===== config.mk =====
export PLATFORM = sky130hd
export DESIGN_NAME = sd_ddr_wr_packer_flat
export DESIGN_NICKNAME = d
export VERILOG_FILES = /design/src/rtl/sd_ddr_wr_packer_if.sv /design/src/rtl/sd_ddr_wr_packer.sv /design/src/flat_wrapper.sv
export SDC_FILE = /design/constraint.sdc
export NUM_CORES = 1
export LEC_CHECK = 0
export ABC_AREA = 0
export BUFFER_PORTS_ARGS = -buffer_cell sky130_fd_sc_hd__buf_4
export CAP_MARGIN = 10
export CORE_MARGIN = 4
export CORE_UTILIZATION = 50
export DETAILED_ROUTE_END_ITERATION = 8
export PLACE_DENSITY = 0.71
export SETUP_SLACK_MARGIN = 0.1
export SYNTH_ARGS = -nofsm -noshare
export SYNTH_HDL_FRONTEND = slang
export SYNTH_SLANG_ARGS = --single-unit

===== constraint.sdc =====
create_clock -name ui_clk -period 2.97 [get_ports ui_clk]
set_input_delay 0.891 -clock ui_clk [delete_from_list [all_inputs] [get_ports ui_clk]]
set_output_delay 0.891 -clock ui_clk [all_outputs]
set_load 0.02 [all_outputs]

===== src/rtl/sd_ddr_wr_packer_if.sv =====
// Half-word stream in, 128-bit write-FIFO port out.
// Shared by the SD reader, the packer and the DDR3 write FIFO.
interface sd_ddr_wr_packer_if;
  logic         din_valid;
  logic [15:0]  din;
  logic         din_ready;
  logic         flush;
  logic         wfifo_full;
  logic         wfifo_wr_en;
  logic [127:0] wfifo_din;

  modport master (
    output din_valid,
    output din,
    input  din_ready,
    output flush,
    output wfifo_full,
    input  wfifo_wr_en,
    input  wfifo_din
  );

  modport slave (
    input  din_valid,
    input  din,
    output din_ready,
    input  flush,
    input  wfifo_full,
    output wfifo_wr_en,
    output wfifo_din
  );
endinterface


===== src/rtl/sd_ddr_wr_packer.sv =====
// Packs 16-bit half-words into 128-bit DDR3 burst words.
// Drives wr_load at frame start and counts words per frame.
module sd_ddr_wr_packer #(
  parameter int LOAD_HOLD = 16,
  parameter int LEN_W     = 24
) (
  input  logic             ui_clk,
  input  logic             rst_n,
  input  logic             start,
  input  logic [LEN_W-1:0] frame_len,
  sd_ddr_wr_packer_if.slave bus,
  output logic             wr_load,
  output logic             busy,
  output logic             load_done,
  output logic [LEN_W-1:0] word_cnt
);

  localparam int HW = $clog2(LOAD_HOLD + 1);
  localparam logic [HW-1:0] HOLD_MAX = HW'(LOAD_HOLD - 1);

  typedef enum logic [1:0] {
    IDLE, LOAD, PACK, DONE
  } state_t;

  state_t             state_q, state_d;
  logic [LEN_W-1:0]   len_q, len_d;
  logic [LEN_W-1:0]   cnt_q, cnt_d;
  logic [2:0]         idx_q, idx_d;
  logic [127:0]       pack_q, pack_d;
  logic [HW-1:0]      hold_q, hold_d;
  logic               wr_q, wr_d;
  logic [127:0]       wdat_q, wdat_d;
  logic               last_q, last_d;
  logic               fpend_q, fpend_d;
  logic               wr_load_q, wr_load_d;
  logic               busy_q, busy_d;
  logic               done_q, done_d;
  logic               rdy;
  logic               acc;
  logic               fl;
  logic               fin;

  // Next-state, lane packing and write issue.
  always_comb begin
    state_d = state_q;
    len_d   = len_q;
    cnt_d   = cnt_q;
    idx_d   = idx_q;
    pack_d  = pack_q;
    hold_d  = hold_q;
    wr_d    = 1'b0;
    wdat_d  = wdat_q;
    last_d  = last_q;
    fpend_d = fpend_q;
    rdy     = 1'b0;
    acc     = 1'b0;
    fl      = 1'b0;
    fin     = 1'b0;
    unique case (state_q)
      IDLE: begin
        if (start) begin
          len_d   = frame_len;
          cnt_d   = '0;
          idx_d   = '0;
          pack_d  = '0;
          hold_d  = '0;
          last_d  = 1'b0;
          fpend_d = 1'b0;
          state_d = LOAD;
        end
      end
      LOAD: begin
        hold_d = hold_q + HW'(1);
        if (hold_q == HOLD_MAX) begin
          hold_d  = '0;
          state_d = (len_q != '0) ? PACK : DONE;
        end
      end
      PACK: begin
        // A write in flight that closes the frame stops intake.
        fin = wr_q && (last_q || cnt_q == len_q);
        if (fin) begin
          state_d = DONE;
        end else begin
          rdy = !bus.wfifo_full;
          acc = bus.din_valid && rdy;
          fl  = bus.flush || fpend_q;
          if (fl && bus.wfifo_full) fpend_d = 1'b1;
          if (acc) begin
            pack_d[{idx_q, 4'b0000} +: 16] = bus.din;
            idx_d = idx_q + 3'd1;
          end
          if (acc && idx_q == 3'd7) begin
            wr_d   = 1'b1;
            wdat_d = pack_d;
            pack_d = '0;
            cnt_d  = cnt_q + LEN_W'(1);
            if (fl) begin
              last_d  = 1'b1;
              fpend_d = 1'b0;
            end
          end else if (fl && !bus.wfifo_full) begin
            fpend_d = 1'b0;
            if (idx_d != 3'd0) begin
              wr_d   = 1'b1;
              wdat_d = pack_d;
              pack_d = '0;
              idx_d  = '0;
              cnt_d  = cnt_q + LEN_W'(1);
              last_d = 1'b1;
            end else begin
              state_d = DONE;
            end
          end
        end
      end
      DONE: begin
        state_d = IDLE;
      end
      default: state_d = IDLE;
    endcase
    wr_load_d = (state_d == LOAD);
    busy_d    = (state_d != IDLE);
    done_d    = (state_d == DONE);
  end

  // State and registered outputs.
  always_ff @(posedge ui_clk or negedge rst_n) begin
    if (!rst_n) begin
      state_q   <= IDLE;
      len_q     <= '0;
      cnt_q     <= '0;
      idx_q     <= '0;
      pack_q    <= '0;
      hold_q    <= '0;
      wr_q      <= 1'b0;
      wdat_q    <= '0;
      last_q    <= 1'b0;
      fpend_q   <= 1'b0;
      wr_load_q <= 1'b0;
      busy_q    <= 1'b0;
      done_q    <= 1'b0;
    end else begin
      state_q   <= state_d;
      len_q     <= len_d;
      cnt_q     <= cnt_d;
      idx_q     <= idx_d;
      pack_q    <= pack_d;
      hold_q    <= hold_d;
      wr_q      <= wr_d;
      wdat_q    <= wdat_d;
      last_q    <= last_d;
      fpend_q   <= fpend_d;
      wr_load_q <= wr_load_d;
      busy_q    <= busy_d;
      done_q    <= done_d;
    end
  end

  assign bus.din_ready   = rdy;
  assign bus.wfifo_wr_en = wr_q;
  assign bus.wfifo_din   = wdat_q;
  assign wr_load         = wr_load_q;
  assign busy            = busy_q;
  assign load_done       = done_q;
  assign word_cnt        = cnt_q;

endmodule


===== src/flat_wrapper.sv =====
// flat-port wrapper written by rule: the top's interface ports become plain ports
module sd_ddr_wr_packer_flat 
#(
  parameter int LOAD_HOLD = 16,
  parameter int LEN_W     = 24
)
  (ui_clk, rst_n, start, frame_len, wr_load, busy, load_done, word_cnt, bus_din_valid, bus_din, bus_din_ready, bus_flush, bus_wfifo_full, bus_wfifo_wr_en, bus_wfifo_din);
  sd_ddr_wr_packer_if bus_i ();
  input  logic ui_clk;
  input  logic rst_n;
  input  logic start;
  input  logic [LEN_W-1:0] frame_len;
  output logic wr_load;
  output logic busy;
  output logic load_done;
  output logic [LEN_W-1:0] word_cnt;
  input wire logic [$bits(bus_i.din_valid)-1:0] bus_din_valid;
  input wire logic [$bits(bus_i.din)-1:0] bus_din;
  output wire logic [$bits(bus_i.din_ready)-1:0] bus_din_ready;
  input wire logic [$bits(bus_i.flush)-1:0] bus_flush;
  input wire logic [$bits(bus_i.wfifo_full)-1:0] bus_wfifo_full;
  output wire logic [$bits(bus_i.wfifo_wr_en)-1:0] bus_wfifo_wr_en;
  output wire logic [$bits(bus_i.wfifo_din)-1:0] bus_wfifo_din;
  assign bus_i.din_valid = bus_din_valid;
  assign bus_i.din = bus_din;
  assign bus_din_ready = bus_i.din_ready;
  assign bus_i.flush = bus_flush;
  assign bus_i.wfifo_full = bus_wfifo_full;
  assign bus_wfifo_wr_en = bus_i.wfifo_wr_en;
  assign bus_wfifo_din = bus_i.wfifo_din;
  sd_ddr_wr_packer #(.LOAD_HOLD(LOAD_HOLD), .LEN_W(LEN_W)) u_core (.ui_clk(ui_clk), .rst_n(rst_n), .start(start), .frame_len(frame_len), .bus(bus_i), .wr_load(wr_load), .busy(busy), .load_done(load_done), .word_cnt(word_cnt));
endmodule

==> results of run 1 <==
[power breakdown]
group / total, µW / switching (µW) / internal (µW)
Sequential: 4860 / 255 / 4600
Combinational: 1710 / 960 / 749
Clock: 4090 / 1720 / 2370
[flip-flops by register name, indices dropped and copies added, names as in the netlist, 2 cells and up]
signal                flops
u_core.hold_q             5
u_core.idx_q              3
u_core.word_cnt          24
u_core.state_q            2
u_core.pack_q           128
u_core.bus.wfifo_din    128
u_core.len_q             24
[how the worst max path moves through the flow]
stage | start | end | cells after the start
after CTS | u_core.word_cnt[21]$_DFFE_PN0P_ | bus_din_ready | 6
after global placement | u_core.len_q[21]$_DFFE_PN0P_ | bus_din_ready | 6
after global routing | u_core.word_cnt[10]$_DFFE_PN0P_ | bus_din_ready | 6
after detailed placement | u_core.idx_q[0]$_DFFE_PN0P_ | u_core.pack_q[85]$_DFFE_PN0P_ | 7
final | u_core.len_q[21]$_DFFE_PN0P_ | bus_din_ready | 6
after floorplan | u_core.word_cnt[7]$_DFFE_PN0P_ | bus_din_ready | 6
[cell usage after synthesis, types with 6 or more instances]
cell	number
and3_1	9
a22o_1	99
a21oi_1	79
nor2_1	87
buf_6	15
nand3_1	15
o2bb2ai_1	32
mux2i_1	32
nand4_1	11
dfrtp_1	320
o21ai_1	132
a31oi_1	16
nor4_1	7
o21ai_0	18
a22oi_1	32
inv_1	9
buf_2	30
o21a_1	6
ha_1	10
xnor2_1	24
o31ai_1	6
or3_1	7
clkbuf_1	61
nand2_1	278
[worst reg2reg max path: stages (launching register included)]
cell	delay, ns
dfrtp_1	0.43
xnor2_2	0.21
nand4_1	0.18
buf_4	0.18
buf_4	0.12
buf_4	0.12
buf_4	0.12
buf_4	0.12
buf_6	0.10
buf_6	0.11
nor2_4	0.13
a31oi_4	0.18
buf_12	0.22
buf_4	0.14
and3_4	0.21
a22o_1	0.18
[per-stage QoR]
stage                     power (µW)  hold WS [ns]  TNS [ns]  area (µm²)  utilization
final                          10700         0.305    -0.236       17900        0.642
after global routing           11100         0.331    -0.305       17900        0.642
after global placement          6210         0.469         0       16200        0.580
after detailed placement        6250         0.474         0       16200        0.580
after floorplan                 5670         0.451         0       14200            -
after CTS                      10400         0.321     -3.42       17400        0.623
[area by class of cell]
cell class	instances	area (µm²)
inverters	10	37.5
well taps	378	473
fillers	2224	9970
multi-input cells	957	5790
clock buffers	53	1020
flip-flops and latches	320	8010
clock inverters	7	38.8
repair buffers	300	2510
[routing by layer]
layer / up-vias / global-route usage / share of wire
li1: 5404 / - / -
met1: 5833 / 0.358 / 0.43
met2: 522 / 0.381 / 0.46
met3: 86 / 0.0456 / 0.078
met4: 0 / 0.0674 / 0.028
met5: - / 0 / 0
[cells by family (layout without fill, tap and decap cells)]
logic type,after synthesis,in the layout,synth area share
and+or+nand+nor,445,448,0.136
DFF,320,320,0.564
buffers and inverters,120,370,0.0434
xor gates and xnor gates,24,24,0.0148
muxes,35,35,0.0250
AOI/OAI and AO/OA,440,440,0.208
adders and majority gates,10,10,0.00882
[what timing repair did]
item,CTS,global route
setup endpoints to repair,39,273
hold endpoints to repair,0,0
gates cloned,0,10
pin swaps,5,10
buffers inserted,10,23
resized for setup,19,49
==> impl_results.md, run 1 <==
- Die Span X: about 180 µm
- Register area share after synthesis: 0.564
- Nets: 1679
- Synth top area cells: dfrtp_1 (56%), nand2_1 (7.4%), a22o_1 (6.1%)
- Post-synthesis register bit count: 320
- Crit path max-delay family: simple AND/OR/NAND/NOR gates
- Outcome: finished with violations
- Vias in the first global route: 11200
- Final period utilization: 1.08
- Avg WL per Cell: 20.1 µm
- DR vias: 11800
- Final hold vios: 0
- Clock Latency Late Sink: 0.52 ns
- CP Launch Type: flop
- Die H: roughly 180 µm
- Synth Area per Inst: between 10 and 15 µm²
- Routed wire length: slightly above 40000 µm
- Pre-Repair DR Iteration Count: 5
- Post-synth EDFFs: 0
- FMAX: 312 MHz
- CP bufs+invs: 1
- Cell taking the most area after synthesis: dfrtp_1
- Clk_skew: 0.0183 ns
- Post-route ant nets: 0
- Core ar.: 27900 µm²
- Non-filler cells, final: between 2000 and 2500
- Clock transition at path regs: 0.06 ns
- Most frequent cells in the layout: dfrtp_1 (315), buf_4 (274), nand2_1 (273)
- Final Wtd Congestion: between 0.8 and 0.9
- RR Startpoint: u_core.len_q[16]$_DFFE_PN0P_
- Worst setup EP type: output port
- Crit path DAT: 2.31 ns
- Grt ovf: 0
- Largest net degree at the start of global routing: roughly 140
- Pleak: 0.00810 µW
- Final min period: 3.21 ns
- Number of CTS-inserted buffers: 34
- Share of post-route cells with drive strength above 1: 0.244
- Root buf cell: clkbuf_16
- Required time of the worst setup path: 2.08 ns
- Placed insts: between 1500 and 2000
- R2r setup slk: 0.12 ns
- Critical path fanouts, max: 2
- Main synth FF type: dfrtp_1
- Iteration-0 DRC Markers: 1114
- Setup WS post-layout: -0.236 ns
- Post-synth top area share: 0.564
- Max-Cap Viols: 0
- Failing checks: negative setup slack
- Total GRT Usage: 0.245
- Worst min path class: in2async
- Critical Path, Cell by Cell: xnor2_2 > nand4_1 > or4_4 > o21ai_4 > nor2_1 > buf_4
- Mapped Area: 14200 µm²
- Hold_buf cts: 0
- Crit-path max cell delay: 0.59 ns
- Endpoints failing setup: 1
- Max-slew headroom: 0.529
- Commonest non-fill, non-tap cell in the layout: dfrtp_1
- DRC Markers: 0
- Synth unique cells: 60
- Power Density: 595 nW/µm²
- CTS tree: yes
- # diodes: 0
- Dpl ws: 0.0746 ns
- HPWL after DPL: 26000 µm
- IO Port Bufs: 202
- Syn Nets: 1450
- Initial Util: 0.509
- I/O Pins: 203
- Crit Reg-Reg Endpoint: u_core.pack_q[113]$_DFFE_PN0P_
- # clock sinks: 320
- Post-Syn Instances: 1394
- Fin. max-slew vios: 0
- RSZ-0062 raised after global routing: true
- Worst vdd ir: 0.503 mV
- Row count: 61
- Cells on worst reg2reg path: 15
- Slew @ Worst Pin: 0.700 ns
- Post-synth ARST share: 1.00
- Slowest CP cell: or4_4
- First-pass GRT wire length: 61400 µm
- Area growth syn-to-layout: 26.1%
- Max Root-Sink Buffers: 3
- Die area: slightly above 30000 µm²
- H-tree depth: 2
- Vias/cell: 5.85
- Synth warnings: 0
- Initial antenna violation count: 0
- Path type of the worst setup path: reg2out
(Power assumes the default switching activity.)
==> run 2, diff against run 1 <==
--- a/config.mk
+++ b/config.mk
@@ -6,11 +6,13 @@
 export NUM_CORES = 1
 export LEC_CHECK = 0
 export ABC_AREA = 0
+export ABC_CLOCK_PERIOD_IN_PS = 2970
 export BUFFER_PORTS_ARGS = -buffer_cell sky130_fd_sc_hd__buf_4
 export CAP_MARGIN = 10
 export CORE_MARGIN = 4
 export CORE_UTILIZATION = 50
 export DETAILED_ROUTE_END_ITERATION = 8
+export MAX_ROUTING_LAYER = met4
 export PLACE_DENSITY = 0.71
 export SETUP_SLACK_MARGIN = 0.1
 export SYNTH_ARGS = -nofsm -noshare
==> impl_results.md, run 2 (synthesis gave the netlist of run 1 again) <==
- DRC Markers: 0 (unchanged)
- Crit path DAT: 2.31 ns (about the same)
- Worst vdd ir: 0.504 mV (was 0.503 mV)
- Fin. max-slew vios: 0 (unchanged)
- Failing checks: negative setup slack (unchanged)
- Dpl ws: 0.0746 ns (unchanged)
- Clock Latency Late Sink: 0.51 ns (was 0.52 ns)
- Avg WL per Cell: 19.8 µm (was 20.1 µm)
- RSZ-0062 raised after global routing: true (unchanged)
- Pre-Repair DR Iteration Count: 5 (unchanged)
- Share of post-route cells with drive strength above 1: 0.239 (was 0.244)
- Most frequent cells in the layout: dfrtp_1 (315), nand2_1 (275), buf_4 (274) (was dfrtp_1 (315), buf_4 (274), nand2_1 (273))
- Outcome: finished with violations (unchanged)
- H-tree depth: 2 (unchanged)
- I/O Pins: 203 (unchanged)
- Root buf cell: clkbuf_16 (unchanged)
- CP Launch Point: u_core.len_q[21]$_DFFE_PN0P_ (unchanged)
- Die area: 31100 µm² (unchanged)
- Worst min path class: in2async (unchanged)
- Grt ovf: 0 (unchanged)
- Endpoints failing setup: 1 (unchanged)
- Row count: 61 (unchanged)
- Die Span X: 176 µm (unchanged)
- # diodes: 0 (unchanged)
- Number of CTS-inserted buffers: 34 (unchanged)
- Crit-path max cell delay: 0.59 ns (about the same)
- Core ar.: 27900 µm² (unchanged)
- Clock transition at path regs: 0.06 ns (about the same)
- Final Wtd Congestion: 0.891 (was 0.876)
- Final min period: 3.20 ns (was 3.21 ns)
- HPWL after DPL: 26000 µm (unchanged)
- CP Launch Type: flop (unchanged)
- Initial Util: 0.509 (unchanged)
- Crit path max-delay family: simple AND/OR/NAND/NOR gates (unchanged)
- Required time of the worst setup path: 2.08 ns (about the same)
- Slowest CP cell: or4_4 (unchanged)
- Initial antenna violation count: 0 (unchanged)
- Post-route ant nets: 0 (unchanged)
- Max Root-Sink Buffers: 3 (unchanged)
- IO Port Bufs: 202 (unchanged)
- Setup WS post-layout: -0.231 ns (was -0.236 ns)
- DR vias: 11800 (about the same)
- Die H: 176 µm (unchanged)
- Pleak: 0.00803 µW (was 0.00810 µW)
- Vias/cell: 5.82 (was 5.85)
- Critical path fanouts, max: 2 (unchanged)
- Largest net degree at the start of global routing: 137 (unchanged)
- Final period utilization: 1.08 (about the same)
- Hold_buf cts: 0 (unchanged)
- Power Density: 595 nW/µm² (about the same)
- Setup TNS: -0.231 ns (was -0.236 ns)
- Path type of the worst setup path: reg2out (unchanged)
- Max-slew headroom: 0.546 (was 0.529)
- Register area: 8010 µm² (unchanged)
- Critical Path, Cell by Cell: xnor2_2 > nand4_1 > or4_4 > o21ai_4 > nor2_1 > buf_4 (unchanged)
- Total GRT Usage: 0.253 (was 0.245)
- Routed wire length: 39900 µm (was 40700 µm)
- Slew @ Worst Pin: 0.676 ns (was 0.700 ns)
- First-pass GRT wire length: 61400 µm (about the same)
- CTS tree: yes (unchanged)
- Final hold vios: 0 (unchanged)
- Iteration-0 DRC Markers: 1087 (was 1114)
- Area growth syn-to-layout: 25.1% (was 26.1%)
- Max-Cap Viols: 0 (unchanged)
- Area occupied by multi-input gates: 5760 µm² (was 5790 µm²)
- Clk_skew: 0.0167 ns (was 0.0183 ns)
- CP bufs+invs: 1 (unchanged)
- RR Startpoint: u_core.len_q[16]$_DFFE_PN0P_ (unchanged)
- Worst setup EP type: output port (unchanged)
- # clock sinks: 320 (unchanged)
- Commonest non-fill, non-tap cell in the layout: dfrtp_1 (unchanged)
- Vias in the first global route: 11200 (about the same)
- FMAX: 312 MHz (about the same)
- Nets: 1672 (was 1679)
- Fill cell count: 2245 (was 2224)
-- run 2: worst paths after layout --
kind                       slack [ns]  cells after the start                                    end
setup / recovery                -0.23                      6                          bus_din_ready
setup reg to reg                 0.18                     14          u_core.pack_q[54]$_DFFE_PN0P_
hold reg to reg                  0.49                      2   u_core.bus.wfifo_din[87]$_DFFE_PN0P_
max in group asynchronous        1.89                      2  u_core.bus.wfifo_din[117]$_DFFE_PN0P_
hold / removal                   0.31                      1   u_core.bus.wfifo_din[25]$_DFFE_PN0P_
min in group ui_clk              0.49                      2   u_core.bus.wfifo_din[87]$_DFFE_PN0P_
-- run 2: report_power, final --
group	switching, µW	internal, µW
clock	1710	2370
sequential	254	4600
combinational	925	695
-- run 2: timing repair --
action,4_1_cts,5_1_grt
buffers inserted,10,20
resized for setup,19,35
endpoints found under the setup margin,39,273
endpoints found under the hold margin,0,0
pin swaps,5,9
cloned,0,6
-- run 2: area by class of cell --
cell class | count | area share
Sequential cell | 320 | 0.452
Multi-Input combinational cell | 956 | 0.324
Timing Repair Buffer | 294 | 0.136
Clock buffer | 53 | 0.0577
Tap cell | 378 | 0.0266
Clock inverter | 7 | 0.00219
Inverter | 10 | 0.00211
-- run 2: stage by stage --
step	utilization	hold WS [ns]	total power (µW)	area (µm²)	instances
floorplan	-	0.451	5670	14200	1394
global placement	0.580	0.469	6210	16200	1923
detailed placement	0.580	0.474	6250	16200	1923
CTS	0.623	0.321	10400	17400	1993
global route	0.637	0.330	11000	17700	2018
finish	0.637	0.308	10600	17700	2018
-- run 2: layer usage --
layer  wire length [µm]  GRT usage  part of all wire  vias up
li1                   -          -                 -     5381
met1              17500      0.361              0.44     5792
met2              18400      0.382              0.46      500
met3               2970     0.0407             0.074       80
met4               1000     0.0674             0.025        0
met5                  0          -                 0        -
